File: config.mk
export PLATFORM = sky130hd
export DESIGN_NAME = regfile_wb_arbiter
export DESIGN_NICKNAME = d
export VERILOG_FILES = /design/src/rtl/regfile_wb_arbiter.sv
export SDC_FILE = /design/constraint.sdc
export NUM_CORES = 1
export LEC_CHECK = 0
export ABC_AREA = 1
export BUFFER_PORTS_ARGS = -buffer_cell sky130_fd_sc_hd__clkbuf_2
export CAP_MARGIN = 5
export CORE_ASPECT_RATIO = 0.9
export CORE_MARGIN = 1.5
export CORE_UTILIZATION = 50
export DETAILED_ROUTE_END_ITERATION = 8
export PLACE_DENSITY = 0.89
export SETUP_SLACK_MARGIN = 0.3
export SYNTH_ARGS = -nofsm -noshare
export SYNTH_HDL_FRONTEND = slang
export SYNTH_SLANG_ARGS = --single-unit
File: constraint.sdc
create_clock -name clk_i -period 1.6 [get_ports clk_i]
set_input_delay 0.08 -clock clk_i [delete_from_list [all_inputs] [get_ports clk_i]]
set_output_delay 0.08 -clock clk_i [all_outputs]
set_load 0.03 [all_outputs]
File: src/rtl/regfile_wb_arbiter.sv
// regfile_wb_arbiter: arbitrates two writeback requesters (A = execute,
// B = load return) onto the single RegFile write port through one register
// stage. It also keeps a pending-load scoreboard for decode hazard checks.
// Optional feature macro: WB_AGING_EN. When it is defined, a starvation
// counter lets port B win over port A after STARVE_MAX lost cycles.
module regfile_wb_arbiter #(
  parameter int unsigned DATA_W     = 32,
  parameter int unsigned ADDR_W     = 5,
  parameter int unsigned STARVE_MAX = 3
) (
  input  logic              clk_i,
  input  logic              rst_i,
  input  logic              a_valid_i,
  input  logic [ADDR_W-1:0] a_waddr_i,
  input  logic [DATA_W-1:0] a_data_i,
  output logic              a_ready_o,
  input  logic              b_valid_i,
  input  logic [ADDR_W-1:0] b_waddr_i,
  input  logic [DATA_W-1:0] b_data_i,
  output logic              b_ready_o,
  input  logic              ld_issue_i,
  input  logic [ADDR_W-1:0] ld_rd_i,
  input  logic [ADDR_W-1:0] chk_rs1_i,
  input  logic [ADDR_W-1:0] chk_rs2_i,
  input  logic [ADDR_W-1:0] chk_rd_i,
  output logic              hazard_o,
  output logic              rf_wen_o,
  output logic [ADDR_W-1:0] rf_waddr_o,
  output logic [DATA_W-1:0] rf_data_o
);

  localparam int unsigned NREG = 1 << ADDR_W;

  logic              b_prio;
  logic              a_xfer;
  logic              b_xfer;

  logic              rf_wen_q,   rf_wen_d;
  logic [ADDR_W-1:0] rf_waddr_q, rf_waddr_d;
  logic [DATA_W-1:0] rf_data_q,  rf_data_d;
  logic [NREG-1:0]   pend_q,     pend_d;

`ifdef WB_AGING_EN
  localparam int unsigned CNT_W = (STARVE_MAX < 1) ? 1 : $clog2(STARVE_MAX + 1);
  localparam logic [CNT_W-1:0] CNT_MAX = CNT_W'(STARVE_MAX);

  logic [CNT_W-1:0] starve_q, starve_d;

  // B takes priority once it has waited STARVE_MAX cycles and is still asking
  always_comb begin
    b_prio = b_valid_i && (starve_q == CNT_MAX);
  end

  // Starvation counter: count lost cycles, saturate, clear on accept or idle
  always_comb begin
    starve_d = starve_q;
    if (!b_valid_i || b_ready_o) begin
      starve_d = '0;
    end else if (starve_q != CNT_MAX) begin
      starve_d = starve_q + 1'b1;
    end
  end

  // Starvation counter register
  always_ff @(posedge clk_i) begin
    if (rst_i) begin
      starve_q <= '0;
    end else begin
      starve_q <= starve_d;
    end
  end
`else
  // Strict A > B priority; B can starve under continuous A traffic
  always_comb begin
    b_prio = 1'b0;
  end
`endif

  // Single combinational grant per cycle, A first unless B is aged
  always_comb begin
    a_ready_o = a_valid_i && !b_prio;
    b_ready_o = b_valid_i && (!a_valid_i || b_prio);
    a_xfer    = a_ready_o;
    b_xfer    = b_ready_o;
  end

  // Write-stage next state: x0 transfers complete but never raise wen
  always_comb begin
    rf_wen_d   = 1'b0;
    rf_waddr_d = rf_waddr_q;
    rf_data_d  = rf_data_q;
    if (a_xfer && (a_waddr_i != '0)) begin
      rf_wen_d   = 1'b1;
      rf_waddr_d = a_waddr_i;
      rf_data_d  = a_data_i;
    end else if (b_xfer && (b_waddr_i != '0)) begin
      rf_wen_d   = 1'b1;
      rf_waddr_d = b_waddr_i;
      rf_data_d  = b_data_i;
    end
  end

  // Scoreboard next state: clear applied first so a same-cycle set wins
  always_comb begin
    pend_d = pend_q;
    if (b_xfer) begin
      pend_d[b_waddr_i] = 1'b0;
    end
    if (ld_issue_i && (ld_rd_i != '0)) begin
      pend_d[ld_rd_i] = 1'b1;
    end
    pend_d[0] = 1'b0;
  end

  // Hazard from registered scoreboard only; x0 never reports pending
  always_comb begin
    hazard_o = ((chk_rs1_i != '0) && pend_q[chk_rs1_i]) ||
               ((chk_rs2_i != '0) && pend_q[chk_rs2_i]) ||
               ((chk_rd_i  != '0) && pend_q[chk_rd_i]);
  end

  // Write stage and scoreboard registers; reset drops any in-flight write
  always_ff @(posedge clk_i) begin
    if (rst_i) begin
      rf_wen_q   <= 1'b0;
      rf_waddr_q <= '0;
      rf_data_q  <= '0;
      pend_q     <= '0;
    end else begin
      rf_wen_q   <= rf_wen_d;
      rf_waddr_q <= rf_waddr_d;
      rf_data_q  <= rf_data_d;
      pend_q     <= pend_d;
    end
  end

  always_comb begin
    rf_wen_o   = rf_wen_q;
    rf_waddr_o = rf_waddr_q;
    rf_data_o  = rf_data_q;
  end

endmodule

==> results_dict.tcl <==
set metrics [dict create \
    grt_antenna_before_repair 0 \
    drc 2 \
    stdcell_count 921 \
    grt_first_pass_wirelength_mm 20.50 \
    r2r_slack_ns 0.80 \
    synth.most_common_cell "nand2_1" \
    cp_cell_sequence "inv_2, nand2_1, nand3_1, nand2_1, nand2_1, nand2_1, inv_1, nand2_1, nand2_1, nand2_2, nor2_2, nand2_1, buf_8" \
    placed_area_mm2 0.004940 \
    grt_pass1_vias 4357 \
    dp.cells 902 \
    yosysWarnings 0 \
    ys_types 24 \
    crit_buf_inv 3 \
    clk_pin_slew_worst_paths_ns 0.08 \
    die_h_um 89.02 \
    final_area_mm2 0.005181 \
    first_pass_iters 7 \
    syn_area_mm2 0.004110 \
    busiest_layer "met2" \
    fin_ws_ns -0.07358 \
    crit_path_end_kind "output pin" \
    critical-path-top-delay-family "simple AND/OR/NAND/NOR gates" \
    cts_made_buffers 9 \
    grt_util_met3_pct 6.333 \
    overflow 0 \
    final_antenna_net_count 0 \
    via_per_inst 5.309 \
    maxCapViolCount 0 \
    tightest_slew_ns 0.5768 \
    place_congestion 0.9559 \
    worstRegToRegCells 2 \
    r2r_end "pend_q[1]$_SDFF_PP0_" \
    slew_violations 0 \
    insertedDiodeCount 0 \
    pre_cts_slack_ns 0.1663 \
    yosys.area.top_type "dfxtp_1" \
    track_usage_pct 29.15 \
    min_period_over_period_pct 104.6 \
    grt_max_degree 37 \
    clockBufferDepth 2 \
    synthFlopType "dfxtp_1" \
    r2r_start "pend_q[1]$_SDFF_PP0_" \
    yosysTopAreaCellShare_pct 33.61 \
    holdPathEnd "rf_data_o[9]$_SDFFE_PP0P_" \
    multi_input_area_mm2 0.002340 \
    synth-seq-area-share_pct 33.61 \
    p_leak_uw 0.002534 \
    worstPathArrival_ns 1.59 \
    async_reset_ff_share_pct 0 \
    cp-start-kind "flop" \
    io_buffers 139 \
    setup_viol 1 \
    cts_tree "done" \
    crit_path_top_delay_cell "dfxtp_2" \
    worstSetupPathType "reg2out" \
    cts-root-buf "clkbuf_8" \
    synth_cells 680 \
    drt-initial-drc-count 361 \
    ir_worst_vdd_mv 0.6428 \
    dpl.hpwl_mm 9.276 \
    powerDensity_mw_per_mm2 807.8 \
    nFillCells 738 \
    clk-insertion-delay-late_ns 0.34 \
    htreeDepth 3 \
    use_met2_pct 47.47 \
    total_power_uw 4185 \
    cts.sinks 69 \
    initial_core_util_pct 51.19 \
    nets 916 \
    drive_above_1_share_pct 27.62 \
    synth_edf_count 0 \
    ys_ff_latch 69 \
    synth_area_leaders "dfxtp_1, nand2_1, nand3_1" \
    ff_latch_area_mm2 0.001393 \
    coreArea_mm2 0.008029 \
    ys_top_cells_by_count "nand2_1, nor2_1, dfxtp_1" \
    min_period_ns 1.674 \
    crit_path_frequent_cell "nand2_1" \
    final-hold-violation-count 0 \
    die_area_mm2 0.008774 \
    hp-class "in2reg" \
    violations "design-rule violations, negative setup slack" \
    slowest_delay_ns 0.33 \
    grt.met1_usage_pct 38.27 \
    maxSlewHeadroom_pct 61.25 \
    io_pins 140 \
    wl_mm 12.59 \
    syn_area_per_cell_um2 6.044 \
    cp.required_ns 1.52 \
    timing.fmax_mhz 597.5 \
    clock_skew_ns 0 \
    rsz0062_at_grt "yes" \
    crit_fanout 3 \
    worstHoldStart "a_data_i[9]" \
    row_count 31 \
    wl_per_cell_um 13.67 \
    die_w_um 98.57 \
    status "finished with violations" \
    min_path_cells 3 \
    hold_slack_ns 0.007908 \
    synth_fp_nets 779 \
    area_growth_pct 26.06 \
    vias 4890 \
]
[worst min-delay path, stage by stage]
cell,delay [ns]
clkbuf_2,0.08
o21ai_1,0.06
a21oi_1,0.11
[flip-flops by register name, indices dropped and copies added (netlist names)]
signal	flops
rf_waddr_o	5
pend_q	31
rf_data_o	32
rf_wen_o	1
[repair_timing]
action | 4_1_cts | 5_1_grt
setup endpoints to repair | 1 | 1
pin swaps | 0 | 5
buffers inserted | 0 | 2
hold buffers | 1 | 0
gates resized for setup | 22 | 9
endpoints found under the hold margin | 1 | 0
[power by group]
part	total, uW	internal [uW]	switching [uW]
sequential	1850	1800	48.9
combinational	1020	366	653
clock	1320	618	699
[layer usage]
layer | up-vias | share of wire, % | wire (um)
met5 | - | 0 | 0
met4 | 0 | 2.3 | 290
met3 | 35 | 8.2 | 1027
met2 | 217 | 46 | 5790
met1 | 2164 | 44 | 5478
li1 | 2474 | - | -
[kinds of logic (layout without fill, tap and decap cells)]
family | Yosys count | count (layout) | synth area share [%]
and+or+nand+nor | 366 | 366 | 36.93
buffers and inverters | 96 | 238 | 9.741
DFF | 69 | 69 | 33.61
AOI/OAI and AO/OA | 149 | 149 | 19.73
[cell usage in the layout, fill, tap and decap left out]
cell / netlist / final
a21boi_2: 0 / 1
clkbuf_8: 0 / 10
buf_8: 1 / 1
inv_1: 60 / 45
buf_12: 0 / 4
nand2_1: 195 / 194
dfxtp_4: 0 / 1
o221ai_1: 1 / 1
nand2_2: 11 / 12
buf_4: 1 / 14
inv_6: 0 / 1
dfxtp_2: 0 / 6
nor3_1: 13 / 13
nand3_1: 67 / 67
clkinv_4: 0 / 1
a21oi_2: 10 / 10
a21oi_1: 59 / 59
dlygate4sd3_1: 0 / 1
clkinvlp_4: 0 / 1
inv_8: 0 / 1
o21ai_4: 1 / 1
clkinv_2: 0 / 2
clkbuf_2: 0 / 138
nand3_4: 1 / 1
inv_2: 4 / 19
nor2_1: 78 / 76
a31oi_1: 2 / 2
nor2_2: 1 / 3
o21ai_0: 62 / 62
dfxtp_1: 69 / 62
o211ai_1: 3 / 3
o21ai_1: 10 / 10
[how the worst max path moves through the flow]
stage / start / to / slack [ns] / depth (start not counted)
floorplan: b_valid_i / rf_data_o[16]$_SDFFE_PP0P_ / 0.31 / 9
global placement: chk_rs1_i[0] / hazard_o / 0.13 / 12
detailed placement: chk_rs1_i[0] / hazard_o / 0.17 / 12
CTS: pend_q[18]$_SDFF_PP0_ / hazard_o / -0.05 / 13
global route: pend_q[2]$_SDFF_PP0_ / hazard_o / -0.22 / 11
finish: pend_q[19]$_SDFF_PP0_ / hazard_o / -0.07 / 13
[final cells by class]
cell class	count	share of cell area (%)
Tap cell	99	2.391
Multi-Input combinational cell	515	45.16
Inverter	64	4.637
Timing Repair Buffer	158	17.39
Clock buffer	10	2.656
Clock inverter	6	0.8935
Sequential cell	69	26.88
[metrics by stage]
step | util, % | TNS [ns]
floorplan | - | 0
global placement | 61.52 | 0
detailed placement | 61.52 | 0
CTS | 64.16 | -0.04932
global route | 64.53 | -0.2161
finish | 64.53 | -0.07358
Power figures use the tool's default switching activity.
